===== src/rtl/cpu_run_controller.sv =====
// -----------------------------------------------------------------------------
// cpu_run_controller
//
// Generates the per-instruction enable for the single-cycle core. Four modes:
// HALT (no enables), STEP (one enable), RUN (one enable every RUN_DIV cycles)
// and BURST (BURST_LEN back-to-back enables). RUN and BURST stop on a PC
// breakpoint or on the core's halt request (ebreak). A retired-instruction
// counter tracks every enable issued since reset.
//
// Ports:
//   i_clk          system clock, rising edge
//   i_rst_n        synchronous active-low reset
//   i_step_pulse   one-cycle pulse: execute one instruction
//   i_run_pulse    one-cycle pulse: start RUN from HALT, stop RUN/BURST
//   i_burst_pulse  one-cycle pulse: execute BURST_LEN instructions
//   i_pc           PC of the next instruction the core will execute
//   i_bp_addr      breakpoint address
//   i_bp_en        breakpoint enable
//   i_halt_req     core decode says the next instruction is ebreak
//   o_cpu_en       registered core enable, one instruction per high cycle
//   o_state        HALT=00, STEP=01, RUN=10, BURST=11
//   o_instr_count  enables issued since reset, wraps
//   o_bp_hit       sticky: last RUN/BURST stopped on the breakpoint
//
// Handshake: none; the pulses are single-cycle strobes sampled on the rising
// edge. Pulses that are not meaningful in the current state are dropped.
// -----------------------------------------------------------------------------
module cpu_run_controller #(
   parameter int RUN_DIV   = 50000000,
   parameter int BURST_LEN = 8,
   parameter int CNT_W     = 32
) (
   input  logic             i_clk,
   input  logic             i_rst_n,
   input  logic             i_step_pulse,
   input  logic             i_run_pulse,
   input  logic             i_burst_pulse,
   input  logic [31:0]      i_pc,
   input  logic [31:0]      i_bp_addr,
   input  logic             i_bp_en,
   input  logic             i_halt_req,
   output logic             o_cpu_en,
   output logic [1:0]       o_state,
   output logic [CNT_W-1:0] o_instr_count,
   output logic             o_bp_hit
);

   localparam logic [1:0] S_HALT  = 2'b00;
   localparam logic [1:0] S_STEP  = 2'b01;
   localparam logic [1:0] S_RUN   = 2'b10;
   localparam logic [1:0] S_BURST = 2'b11;

   // Prescaler needs at least one bit even when RUN_DIV is 1.
   localparam int PW = (RUN_DIV > 1) ? $clog2(RUN_DIV) : 1;
   localparam int BW = $clog2(BURST_LEN + 1);

   localparam logic [PW-1:0] PRESC_MAX = PW'(RUN_DIV - 1);
   localparam logic [BW-1:0] BURST_MAX = BW'(BURST_LEN);

   logic [1:0]       r_state;
   logic             r_cpu_en;
   logic [PW-1:0]    r_presc;
   logic [BW-1:0]    r_bcnt;   // enables already issued in this burst
   logic [CNT_W-1:0] r_count;
   logic             r_bp_hit;

   logic [1:0]       w_state_next;
   logic             w_cpu_en_next;
   logic [PW-1:0]    w_presc_next;
   logic [BW-1:0]    w_bcnt_next;
   logic             w_bp_hit_next;

   logic             w_bp_match;
   logic             w_stop;
   logic             w_presc_wrap;
   logic             w_burst_done;
   logic             w_any_pulse;

   assign w_bp_match   = i_bp_en && (i_pc == i_bp_addr);
   assign w_stop       = i_halt_req || w_bp_match;
   assign w_presc_wrap = (r_presc == PRESC_MAX);
   assign w_burst_done = (r_bcnt == BURST_MAX);
   assign w_any_pulse  = i_run_pulse || i_burst_pulse || i_step_pulse;

   // State register plus the registered outputs that move with it.
   always_ff @(posedge i_clk) begin
      if (!i_rst_n) begin
         r_state  <= S_HALT;
         r_cpu_en <= 1'b0;
         r_presc  <= '0;
         r_bcnt   <= '0;
         r_count  <= '0;
         r_bp_hit <= 1'b0;
      end else begin
         r_state  <= w_state_next;
         r_cpu_en <= w_cpu_en_next;
         r_presc  <= w_presc_next;
         r_bcnt   <= w_bcnt_next;
         r_count  <= r_count + CNT_W'(r_cpu_en);
         r_bp_hit <= w_bp_hit_next;
      end
   end

   // Next-state logic. Run pulse wins over any coincident enable or stop.
   always_comb begin
      w_state_next = r_state;
      case (r_state)
         S_HALT: begin
            if (i_run_pulse)        w_state_next = S_RUN;
            else if (i_burst_pulse) w_state_next = S_BURST;
            else if (i_step_pulse)  w_state_next = S_STEP;
         end
         S_STEP: w_state_next = S_HALT;
         S_RUN: begin
            if (i_run_pulse)                 w_state_next = S_HALT;
            else if (w_presc_wrap && w_stop) w_state_next = S_HALT;
         end
         S_BURST: begin
            if (i_run_pulse || w_burst_done || w_stop) w_state_next = S_HALT;
         end
         default: w_state_next = S_HALT;
      endcase
   end

   // Output logic: values the output registers take at the next edge.
   // Entering STEP/RUN/BURST issues the first enable unconditionally, so
   // stepping or resuming from a breakpoint/ebreak always makes progress.
   always_comb begin
      w_cpu_en_next = 1'b0;
      w_presc_next  = r_presc;
      w_bcnt_next   = r_bcnt;
      w_bp_hit_next = r_bp_hit;
      case (r_state)
         S_HALT: begin
            if (w_any_pulse) begin
               w_cpu_en_next = 1'b1;
               w_bp_hit_next = 1'b0;
            end
            if (i_run_pulse)        w_presc_next = '0;
            else if (i_burst_pulse) w_bcnt_next  = BW'(1);
         end
         S_RUN: begin
            if (!i_run_pulse) begin
               if (w_presc_wrap) begin
                  w_presc_next = '0;
                  if (w_stop) w_bp_hit_next = r_bp_hit || w_bp_match;
                  else        w_cpu_en_next = 1'b1;
               end else begin
                  w_presc_next = r_presc + PW'(1);
               end
            end
         end
         S_BURST: begin
            if (!i_run_pulse && !w_burst_done) begin
               if (w_stop) begin
                  w_bp_hit_next = r_bp_hit || w_bp_match;
               end else begin
                  w_cpu_en_next = 1'b1;
                  w_bcnt_next   = r_bcnt + BW'(1);
               end
            end
         end
         default: ;
      endcase
   end

   assign o_cpu_en      = r_cpu_en;
   assign o_state       = r_state;
   assign o_instr_count = r_count;
   assign o_bp_hit      = r_bp_hit;

endmodule


===== config.mk =====
export PLATFORM = sky130hd
export DESIGN_NAME = cpu_run_controller
export DESIGN_NICKNAME = d
export VERILOG_FILES = /design/src/rtl/cpu_run_controller.sv
export SDC_FILE = /design/constraint.sdc
export NUM_CORES = 1
export LEC_CHECK = 0
export ABC_AREA = 1
export CAP_MARGIN = 15
export CORE_UTILIZATION = 45
export DETAILED_ROUTE_END_ITERATION = 10
export PLACE_DENSITY = 0.74
export SETUP_SLACK_MARGIN = 0.1
export SYNTH_ARGS = -nofsm -noshare
export SYNTH_HDL_FRONTEND = slang
export SYNTH_SLANG_ARGS = --single-unit

===== constraint.sdc =====
create_clock -name i_clk -period 1.85 [get_ports i_clk]
set_input_delay 0.185 -clock i_clk [delete_from_list [all_inputs] [get_ports i_clk]]
set_output_delay 0.185 -clock i_clk [all_outputs]
set_load 0.02 [all_outputs]

==> results of run 1 <==
## final timing paths
kind / from / depth (start not counted) / to / slack, ns
worst min register to register: r_presc[3] / 2 / r_presc[3] / 0.48
worst max register to register: o_cpu_en / 10 / o_instr_count[29] / -0.01
worst max-delay path: o_cpu_en / 10 / o_instr_count[29] / -0.01
worst min-delay path: r_presc[3] / 2 / r_presc[3] / 0.48
## repair_timing
item / 4_1_cts / 5_1_grt
setup endpoints to repair: 12 / 48
gates cloned: 0 / 0
gates resized for setup: 6 / 59
hold buffers: 0 / 0
setup buffers: 4 / 13
pin swaps: 3 / 25
## power by group through the flow
| stage | Sequential, mW | Clock [mW] | Combinational [mW] |
|---|---|---|---|
| 6_report | 1.46 | 1.50 | 0.630 |
| 5_1_grt | 1.47 | 1.59 | 0.691 |
| 4_1_cts | 1.46 | 1.52 | 0.613 |
| 3_5_place_dp | 1.49 | 0 | 0.606 |
| 3_3_place_gp | 1.49 | 0 | 0.592 |
| 2_1_floorplan | 1.51 | 0 | 0.288 |
## final cells by class
class / count / share of cell area [%]
inverters: 112 / 6.90
flip-flops and latches: 66 / 21.9
well taps: 108 / 2.20
clock buffers: 9 / 2.02
multi-input cells: 431 / 42.7
repair buffers: 147 / 22.4
clock inverters: 7 / 1.92
## layout by cell type (no fill, tap or decap), drive strengths merged, types with 7 or more instances in the layout
cell | netlist | layout
inv | 111 | 111
clkbuf | 4 | 9
o21ai | 25 | 25
dfxtp | 66 | 66
nand4 | 15 | 15
buf | 2 | 41
clkdlybuf4s50 | 0 | 106
nand2 | 141 | 141
nor2 | 82 | 82
a211oi | 7 | 7
xnor2 | 9 | 9
nor3 | 34 | 34
a21oi | 37 | 37
nand3 | 34 | 34
xor2 | 13 | 13
## cell families after synthesis
| group | Yosys count | synth area share, % |
|---|---|---|
| adders and majority gates | 5 | 1.51 |
| DFF | 66 | 31.9 |
| xor gates and xnor gates | 22 | 4.65 |
| AOI/OAI and AO/OA | 81 | 11.0 |
| buffers and inverters | 118 | 11.0 |
| and+or+nand+nor | 323 | 40.0 |
## state kept, by name (all words and copies together), names as in the netlist
signal         flops
o_bp_hit           1
o_instr_count     32
o_state            2
o_cpu_en           1
r_presc           26
r_bcnt             4
## layer usage
metal,wire length (um),up-vias,global-route usage (%)
met5,0,-,0
met4,122,0,5.48
met1,4900,2050,27.0
li1,-,2280,-
met3,474,14,6.73
met2,6130,92,43.4
## cell usage after synthesis (all sizes together)
library cell / count
nand2: 141
inv: 111
nor2: 82
dfxtp: 66
a21oi: 37
nand3: 34
nor3: 34
o21ai: 25
nand4: 15
xor2: 13
xnor2: 9
a211oi: 7
ha: 5
clkbuf: 4
nor3b: 4
nor4: 4
o21a: 4
or2: 4
a31oi: 2
and3: 2
buf: 2
nand3b: 2
a41oi: 1
clkinv: 1
nor4b: 1
o2111ai: 1
o211ai: 1
o21bai: 1
o22ai: 1
o31ai: 1
## metrics by stage
step / std cells / hold slack, ns / total power, mW / TNS [ns] / instance area, sq um
4_1_cts: 867 / 0.476 / 3.59 / 0 / 5840
6_report: 880 / 0.480 / 3.59 / -0.0292 / 6130
5_1_grt: 880 / 0.495 / 3.75 / -1.25 / 6130
3_5_place_dp: 847 / 0.463 / 2.10 / -0.629 / 5520
2_1_floorplan: 615 / 0.323 / 1.80 / 0 / 4180
3_3_place_gp: 847 / 0.457 / 2.09 / -0.360 / 5520
## worst reg2reg max path, cell delays in order, from the launching register on
cell and delay, ns:
dfxtp_4 0.36, ha_4 0.15, buf_4 0.12, nand3_4 0.09, nor2_4 0.15, nand4_4 0.17
nor2_4 0.20, nand3_4 0.15, nor3_4 0.17, a31oi_1 0.11, o21a_1 0.11
==> impl_metrics.py, run 1 <==
metrics = {
    "worst_setup_path": {
        "path_cells": "ha_4 -> buf_4 -> nand3_4 -> nor2_4 -> nand4_4 -> nor2_4 -> nand3_4 -> nor3_4 -> a31oi_1 -> o21a_1",
        "cp-end-kind": "flip-flop",
        "crit_required_ns": 2.11,
        "critPathMaxFanout": 4,
        "critPathSlowestCell": "dfxtp_4",
        "worstPathArrival_ns": 2.12,
        "cp-start-kind": "flip-flop",
        "crit_buf_inv": 1,
        "path_class": "reg -> reg",
        "worst_path_largest_cell_delay_ns": 0.36,
        "crit_family": "simple AND/OR/NAND/NOR gates",
    },
    "power": {
        "seq_power_share_pct": 40.8,
        "power_frac_comb_pct": 17.6,
        "p_leak_nw": 2.64,
        "switchingPower_mw": 0.937,
        "internal-power_mw": 2.65,
        "vdd_ir_drop_max_uv": 420,
        "power_per_cell_area_nw_per_um2": 586,
        "p_clk_share_pct": 41.7,
        "p_sw_share_pct": 26.1,
    },
    "final_layout": {
        "drive_gt1_share_pct": 21.2,
        "diodes": 0,
        "fill_cells": 698,
        "fin_util_pct": 69.6,
        "area_growth_pct": 47.8,
        "register_area_sq_um": 1340,
        "finalNetCount": 843,
        "multi_input_area_sq_um": 2620,
    },
    "timing": {
        "tightest_slew_ns": 0.329,
        "rsz0062_at_grt": "true",
        "drv_slew": 0,
        "period_needed_ns": 1.86,
        "fin_ws_ns": -0.0120,
        "setup_viol": 5,
        "fmaxAchievable_mhz": 537,
        "maxSlewHeadroom_pct": 77.9,
        "finClkSkew_ns": 0.0101,
        "finalHoldViolations": 0,
        "finalCritPeriodShare_pct": 101,
    },
    "clocking": {
        "clk_pin_slew_ns": 0.08,
        "cts_buffers": 9,
        "htree_levels": 3,
        "ctsRootBufferMaster": "clkbuf_8",
        "cts_tree": "done",
        "cts_buffer_depth": 2,
        "clock-sinks": 66,
        "worstSkewPairLatency_ns": 0.36,
    },
    "routing": {
        "via_count": 4436,
        "drc": 0,
        "finalWirelength_mm": 11.6,
        "dr.pass1.iters": 5,
        "first_iter_violations": 172,
        "vias_per_cell": 5.04,
        "ant_nets": 0,
        "wl_per_cell_um": 13.2,
    },
    "floorplanning": {
        "die_w_um": 98.0,
        "start_util_pct": 47.1,
        "boundaryPins": 107,
        "die_y_um": 98.0,
        "core_area_sq_um": 8810,
        "design.die.area_sq_um": 9600,
        "rows": 34,
    },
    "global_routing": {
        "overflow": 0,
        "antenna_found_initial": 0,
        "grt_pass1_wl_mm": 18.5,
        "first_global_vias": 4199,
        "grt_max_degree": 22,
        "grt_usage_pct": 23.7,
    },
    "job": {
        "drv_cap": 0,
    },
    "logic_synthesis": {
        "synth_area_leaders": "dfxtp_1 (32%), nand2_1 (12%), inv_1 (9.7%), nor2_1 (5.7%), a21oi_1 (4.5%)",
        "synth.avg_cell_area_sq_um": 6.74,
        "netlist_area_sq_um": 4150,
        "ys_seq_elements": 66,
        "syn_inst": 615,
        "ys_seq_area_share_pct": 31.9,
        "yosysUniqueCellTypes": 48,
        "synth_top_area_share_pct": 31.9,
        "syn_nets": 691,
        "ys_warn_count": 0,
        "synth_top_cell_by_area": "dfxtp_1",
    },
    "worst_hold_path": {
        "worst_hold_path_type": "reg -> reg",
    },
    "place": {
        "place_congestion": 0.844,
        "dp_hpwl_mm": 8.47,
        "port_buffers": 106,
        "dp_slack_ns": -0.115,
    },
    "run_status": {
        "violations": "negative setup slack",
        "status": "finished with violations",
    },
}
(Power assumes the default switching activity.)
==> inputs of run 2 (changes only) <==
CAP_MARGIN = 40   (was 15)
CORE_MARGIN = 4   (was not set)
==> impl_metrics.py, run 2 (synthesis results as in run 1) <==
metrics = {
    "run_status": {
        "status": "finished with violations",
        "violations": "negative setup slack",
    },
    "floorplanning": {
        "die_y_um": 104,
        "design.die.area_sq_um": 10800,
        "boundaryPins": 107,
        "rows": 34,
        "start_util_pct": 46.9,
        "core_area_sq_um": 8850,
        "die_w_um": 104,
    },
    "worst_hold_path": {
        "worst_hold_path_type": "reg -> reg",
        "hp-start": "o_instr_count[28]",
        "hold_end": "o_instr_count[28]",
        "min_path_cells": 2,
    },
    "global_routing": {
        "grt_pass1_wl_mm": 19.8,
        "grt_max_degree": 16,
        "overflow": 0,
        "first_global_vias": 4288,
        "antenna_found_initial": 0,
        "grt_usage_pct": 21.8,
    },
    "timing": {
        "fin_ws_ns": -0.0304,
        "finClkSkew_ns": 0.0133,
        "setup_viol": 3,
        "rsz0062_at_grt": "true",
        "finalSetupTns_ns": -0.0768,
        "finalCritPeriodShare_pct": 102,
        "drv_slew": 0,
        "hold-worst-slack_ns": 0.496,
        "maxSlewHeadroom_pct": 70.8,
        "finalHoldViolations": 0,
        "period_needed_ns": 1.88,
        "tightest_slew_ns": 0.435,
        "fmaxAchievable_mhz": 532,
    },
    "power": {
        "vdd_ir_drop_max_uv": 400,
        "power_mw": 3.41,
        "p_leak_nw": 2.81,
        "power_per_cell_area_nw_per_um2": 528,
    },
    "clocking": {
        "clock-sinks": 66,
        "cts_buffers": 9,
        "hold_buffers": 0,
        "worstSkewPairLatency_ns": 0.35,
        "ctsRootBufferMaster": "clkbuf_8",
        "htree_levels": 3,
        "cts_tree": "done",
        "cts_buffer_depth": 2,
        "clk_pin_slew_ns": 0.08,
    },
    "worst_setup_path": {
        "crit_top_cell": "ha_4",
        "worst_path_largest_cell_delay_ns": 0.37,
        "cp-start-kind": "flip-flop",
        "path_cells": "ha_4 -> ha_4 -> nand3_4 -> nor2_2 -> nand2_2 -> nor4_4 -> nand3_2 -> nand3b_1 -> nor2_1 -> a21oi_1",
        "worstPathArrival_ns": 2.12,
        "critPathSlowestCell": "dfxtp_4",
        "reg2regPathDepth": 10,
        "reg2reg_to": "o_instr_count[26]",
        "reg2reg_from": "o_instr_count[0]",
        "path_class": "reg -> reg",
        "critPathMaxFanout": 4,
        "cp-end-kind": "flip-flop",
        "r2r_slack_ns": -0.03,
        "crit_required_ns": 2.09,
    },
    "final_layout": {
        "final_common_cell": "nand2_1",
        "diodes": 0,
        "finalNetCount": 862,
        "layout_common_cells": "nand2_1 (122), clkdlybuf4s50_1 (105), inv_1 (103)",
        "drive_gt1_share_pct": 25.7,
        "largest_register_ffs": 32,
        "area_growth_pct": 55.5,
        "fin_util_pct": 72.9,
    },
    "place": {
        "dp_hpwl_mm": 9.37,
        "place_congestion": 0.906,
        "port_buffers": 106,
        "dp_slack_ns": -0.136,
    },
    "routing": {
        "via_count": 4585,
        "dr.pass1.iters": 5,
        "first_iter_violations": 158,
        "finalWirelength_mm": 12.7,
        "ant_nets": 0,
        "vias_per_cell": 5.10,
        "wl_per_cell_um": 14.2,
        "drc": 0,
    },
    "job": {
        "drv_cap": 0,
    },
}
## run 2: power by group
part	switching [mW]	total [mW]	internal (mW)
combinational	0.328	0.659	0.331
sequential	0.0233	1.47	1.44
clock	0.609	1.28	0.676
## run 2: through the flow
step,std cells,instance area [sq um]
3_3_place_gp,857,5600
3_5_place_dp,857,5600
2_1_floorplan,615,4180
5_1_grt,899,6450
6_report,899,6450
4_1_cts,880,6020
## run 2: worst max path at each step
stage | slack, ns | start | end
finish | -0.03 | o_instr_count[0] | o_instr_count[26]
global route | -0.14 | o_instr_count[0] | o_instr_count[26]
CTS | -0.06 | o_cpu_en | o_instr_count[30]
detailed placement | -0.14 | i_pc[11] | r_bcnt[2]
global placement | -0.05 | i_pc[15] | r_bcnt[0]
floorplan | 0.1 | o_cpu_en | o_instr_count[22]
## run 2: cell type report
type,count,area (sq um)
timing repair buffer,166,1560
fill,673,2400
sequential,66,1350
clock buffer,10,138
multi-input combinational,431,2760
tap,108,135
clock inverter,6,72.6
inverter,112,438
## run 2: metal layers
metal	wire length [um]	share of wire [%]	up-vias	track usage (%)
met5	0	0	-	0
met4	232	1.8	0	5.41
met3	535	4.2	28	4.53
met2	6750	53	137	38.4
met1	5220	41	2110	27.1
li1	-	-	2310	-
## run 2: repair_timing
item | CTS | global route
resized for setup | 34 | 79
buffers inserted | 7 | 21
pin swaps | 17 | 44
setup endpoints to repair | 22 | 53
## run 2: critical path, delay by kind of cell (launching register included)
family                     cells  cell delay, ns
AOI/OAI and AO/OA              1            0.07
adders and majority gates      2            0.29
DFF                            1            0.37
and+or+nand+nor                7            1.05
==> patch 1, RTL diff (config.mk and constraints of run 1) <==
Reset style: asynchronous (`i_rst_n`), changed in one clocked block. Comments in the files are not updated.
--- a/src/rtl/cpu_run_controller.sv
+++ b/src/rtl/cpu_run_controller.sv
@@ -84,5 +84,5 @@
 
    // State register plus the registered outputs that move with it.
-   always_ff @(posedge i_clk) begin
+   always_ff @(posedge i_clk or negedge i_rst_n) begin
       if (!i_rst_n) begin
          r_state  <= S_HALT;
Function: differs if i_rst_n is asserted again (counterexample within 4 cycles, from zero or initial values and one cycle with i_rst_n low); with i_rst_n held inactive, the same outputs for 10 cycles.
==> patch 1 against run 1 <==
Area after synthesis down 2.2%; non-clock buffer count up 2; final area down 1.5%; first-iteration DRC count up 2.9%; maximum frequency up 9.0%; worst setup slack better by 0.15 ns; count of clock-buffer cells in the layout up 1; wire length down 12%; sequential cell count unchanged; worst hold slack worse by 0.095 ns.
Power is not compared: it rests on default switching activity, and its combinational part moved more than twofold at a synthesized area within 25%.
==> patch 1: results (changes against run 1) <==
setup_path:
  arrival_ns: 1.98  # was 2.12 ns
  worst-r2r-cell-count: 11  # was 10
  critPathLaunchType: "register"  # unchanged
  worstSetupPathType: "register to register"  # unchanged
  max_stage_delay_ns: 0.39  # was 0.36 ns
  crit_start: "o_cpu_en"  # unchanged
  cp_slowest_cell: "dfrtp_2"  # was dfxtp_4
sta:
  timing.setup.tns_ns: 0  # was -0.0292 ns
  clock_skew_ns: 0.0115  # was 0.0101 ns
  tightest_slew_ns: 0.347  # was 0.329 ns
worst_hold_path:
  hp-class: "primary input to asynchronous set/reset pin"  # was register to register
cells_and_area:
  nMultiInputCombCells: 386  # was 431
  inv_count: 87  # was 112
  buf_share_pct: 23.3  # was 22.4%
  regArea_um2: 1660  # was 1340 µm²
  final_util_pct: 69.3  # was 69.6%
  fillers: 668  # was 698
  multi_input_area_um2: 2290  # was 2620 µm²
  n_all_buffers: 149  # was 147
  clock_area_share_pct: 3.75  # was 3.94%
  layout.nets: 775  # was 843
  multi_input_area_share_pct: 37.9  # was 42.7%
  clockBufferCount: 10  # was 9
  drive_gt1_share_pct: 18.3  # was 21.2%
placement:
  place_ws_ns: 0.0539  # was -0.115 ns
  dp.cells: 772  # was 847
  postPlaceCellArea_um2: 5440  # was 5520 µm²
  hpwl_um: 7700  # was 8470 µm
yosys:
  synth_compound_area_share_pct: 5.15  # was 11.0%
  async_flop_share_pct: 100  # was 0%
  ys_types: 35  # was 48
  synth_seq_area_share_pct: 40.7  # was 31.9%
  synthFlopType: "dfrtp_1"  # was dfxtp_1
  synth_cells: 540  # was 615
  ys_warn_count: 0  # unchanged
  synth_adder_area_share_pct: 1.54  # was 1.51%
  synth.area.top_cells: "dfrtp_1 41%, nand2_1 13%, inv_1 7.3%"  # was dfxtp_1 32%, nand2_1 12%, inv_1 9.7%
  postSynthNetCount: 616  # was 691
  synth_xor_area_share_pct: 11.2  # was 4.65%
grt:
  track_usage_pct: 21.8  # was 23.7%
  met2_usage_pct: 39.2  # was 43.4%
  grt_pass1_vias: 3880  # was 4199
  grt_max_degree: 67  # was 22
  grt_use_met1_pct: 25.6  # was 27.0%
detailed_routing:
  dr_total_vias: 4054  # was 4436
  drt_iter0_drc: 177  # was 172
  finalWirelength_um: 10300  # was 11600 µm
  met2WireLength_um: 5300  # was 6130 µm
  wl_met3_um: 498  # was 474 µm
  dr.pass1.iters: 4  # was 5
  via_per_inst: 4.99  # was 5.04
pwr:
  ir_worst_vdd_mv: 0.559
clock_tree:
  post_cts_buffers: 3  # was 4
  hold_buffers: 1  # was 0
  cts_resized: 4  # was 6
run_status:
  outcome: "finished, final reports clean"  # was finished with violations
-- patch 1: cell count changes after synthesis, moves of 5 or more --
| cell | before | now |
|---|---|---|
| nor2_2 | 15 | 9 |
| o21ai_0 | 20 | 14 |
| a21oi_1 | 37 | 10 |
| inv_2 | 3 | 8 |
| xor2_1 | 13 | 27 |
| dfxtp_1 | 66 | 0 |
| dfrtp_1 | 0 | 66 |
| inv_1 | 107 | 79 |
| nand3_2 | 7 | 2 |
| xnor2_1 | 9 | 25 |
| nor3_1 | 26 | 20 |
| a211oi_1 | 6 | 1 |
-- patch 1: final timing paths --
path                                           to  slack [ns]
worst max-delay path            o_instr_count[30]        0.14
worst min-delay path             o_instr_count[6]        0.39
worst max register to register  o_instr_count[30]        0.14
worst min register to register  o_instr_count[31]        0.48
max in group asynchronous              r_presc[3]        1.14
min in group i_clk              o_instr_count[31]        0.48
==> patch 2, RTL diff (flow settings as in run 1) <==
Without the edit above. Set the parameter `BURST_LEN` to 4 (it was 8).
--- a/src/rtl/cpu_run_controller.sv
+++ b/src/rtl/cpu_run_controller.sv
@@ -28,5 +28,5 @@
 module cpu_run_controller #(
    parameter int RUN_DIV   = 50000000,
-   parameter int BURST_LEN = 8,
+   parameter int BURST_LEN = 4,
    parameter int CNT_W     = 32
 ) (
Formal check against the unedited RTL: not equivalent (a bounded check fails within 10 cycles, from zero or initial values and one cycle with i_rst_n low).
==> patch 2 against run 1 <==
The flow still finishes with violations (setup timing); total power decreased by 8.5%; largest power group is now registers; synthesized cell count decreased by 2.4%; wire length increased by 7.2%; worst setup slack got worse by 0.099 ns; final area increased by 3.8%; area after synthesis decreased by 7.4%; sequential share of layout area decreased by 1.2 points; sequential cell count decreased by 1.
==> patch 2: results (changes against run 1) <==
grt:
  grt_pass1_wl_um: 19400  # was 18500 µm
  grt_pass1_vias: 4429  # was 4199
  grt_max_degree: 17  # was 22
  met2_usage_pct: 52.7  # was 43.4%
  grt_use_met1_pct: 30.4  # was 27.0%
  use_met3_pct: 4.03  # was 6.73%
  track_usage_pct: 27.6  # was 23.7%
run_status:
  violations: "setup timing"  # unchanged
  outcome: "finished with violations"  # unchanged
setup_path:
  arrival_ns: 2.20  # was 2.12 ns
  path_max_fanout: 3  # was 4
floorplanning:
  dieArea_um2: 8910  # was 9600 µm²
detailed_routing:
  drt_iter0_drc: 219  # was 172
  finalWirelength_um: 12500  # was 11600 µm
  drt-wirelength-per-cell_um: 13.8  # was 13.2 µm
  via_per_inst: 5.10  # was 5.04
yosys:
  synth_compound_area_share_pct: 9.22  # was 11.0%
  synth_area_per_cell_um2: 6.40  # was 6.74 µm²
  synth_xor_area_share_pct: 5.93  # was 4.65%
  synth.top_cells.by_count: "133 x nand2_1, 100 x inv_1, 98 x nor2_1, 65 x dfxtp_1"  # was 132 x nand2_1, 107 x inv_1, 66 x dfxtp_1, 63 x nor2_1, 37 x a21oi_1
  postSynthNetCount: 676  # was 691
  synth_adder_area_share_pct: 1.63  # was 1.51%
  synth.area.top_cells: "dfxtp_1 34%, nand2_1 13%, inv_1 9.8%"  # was dfxtp_1 32%, nand2_1 12%, inv_1 9.7%
  yosys.area.top_type_share_pct: 33.9  # was 31.9%
placement:
  hpwl_um: 8540  # was 8470 µm
  dp.cells: 866  # was 847
  place_ws_ns: -0.378  # was -0.115 ns
  place_congestion: 0.915  # was 0.844
pwr:
  ir_worst_vdd_mv: 0.406  # was 0.420 mV
  p_leak_nw: 2.66  # was 2.64 nW
sta:
  tightest_slew_ns: 0.358  # was 0.329 ns
  timing.setup.tns_ns: -0.722  # was -0.0292 ns
  setup_violations: 11  # was 5
  setup_ws_ns: -0.111  # was -0.0120 ns
[patch 2: repair_timing]
action	in CTS	in global routing
pin swaps	13	22
hold buffers	0	0
buffers inserted	14	7
hold endpoints to repair	0	0
setup endpoints to repair	42	52
gates cloned	2	1
resized for setup	47	76
[patch 2: final timing paths]
check                                    endpoint  slack, ns        startpoint  depth (start not counted)
worst max-delay path            o_instr_count[16]      -0.11  o_instr_count[0]                         13
worst min-delay path                     o_bp_hit       0.47          o_bp_hit                          2
worst max register to register  o_instr_count[16]      -0.11  o_instr_count[0]                         13
worst min register to register           o_bp_hit       0.47          o_bp_hit                          2
[patch 2: where the power goes]
part | switching (mW) | internal [mW]
clock | 0.562 | 0.518
combinational | 0.352 | 0.401
sequential | 0.0265 | 1.43
total | 0.940 | 2.35
[patch 2: kinds of logic (layout without fill, tap and decap cells)]
group / Yosys count / in the layout
DFF: 65 / 65
adders and majority gates: 5 / 5
and+or+nand+nor: 331 / 331
xor gates and xnor gates: 26 / 26
buffers and inverters: 110 / 306
AOI/OAI and AO/OA: 63 / 63
[patch 2: through the flow]
stage                     utilization [%]  area [µm²]
after floorplan                         -        3890
final                                77.4        6360
after global routing                 77.4        6360
after global placement               67.4        5540
after CTS                            73.6        6050
after detailed placement             67.4        5540
[patch 2: worst reg2reg max path: stages (launching register included)]
cell and delay [ns]:
dfxtp_4 0.36, ha_4 0.15, ha_4 0.14, nand2_4 0.06
nor2_4 0.11, nand4_1 0.19, inv_2 0.12, nand2_2 0.07
nor2_4 0.13, nand2_4 0.09, buf_4 0.15, buf_4 0.12
nor3_2 0.11, nor3_1 0.07
[patch 2: routing by layer]
layer	up-vias	wire length (µm)
li1	2310	-
met2	118	6780
met3	26	460
met5	-	0
met4	0	232
met1	2139	4990
[patch 2: area by class of cell]
type	count	area [µm²]
clock inverters	5	31.3
multi-input cells	425	2600
inverters	103	389
fillers	608	1850
clock buffers	11	141
well taps	105	131
flip-flops and latches	65	1320
repair buffers	187	1760
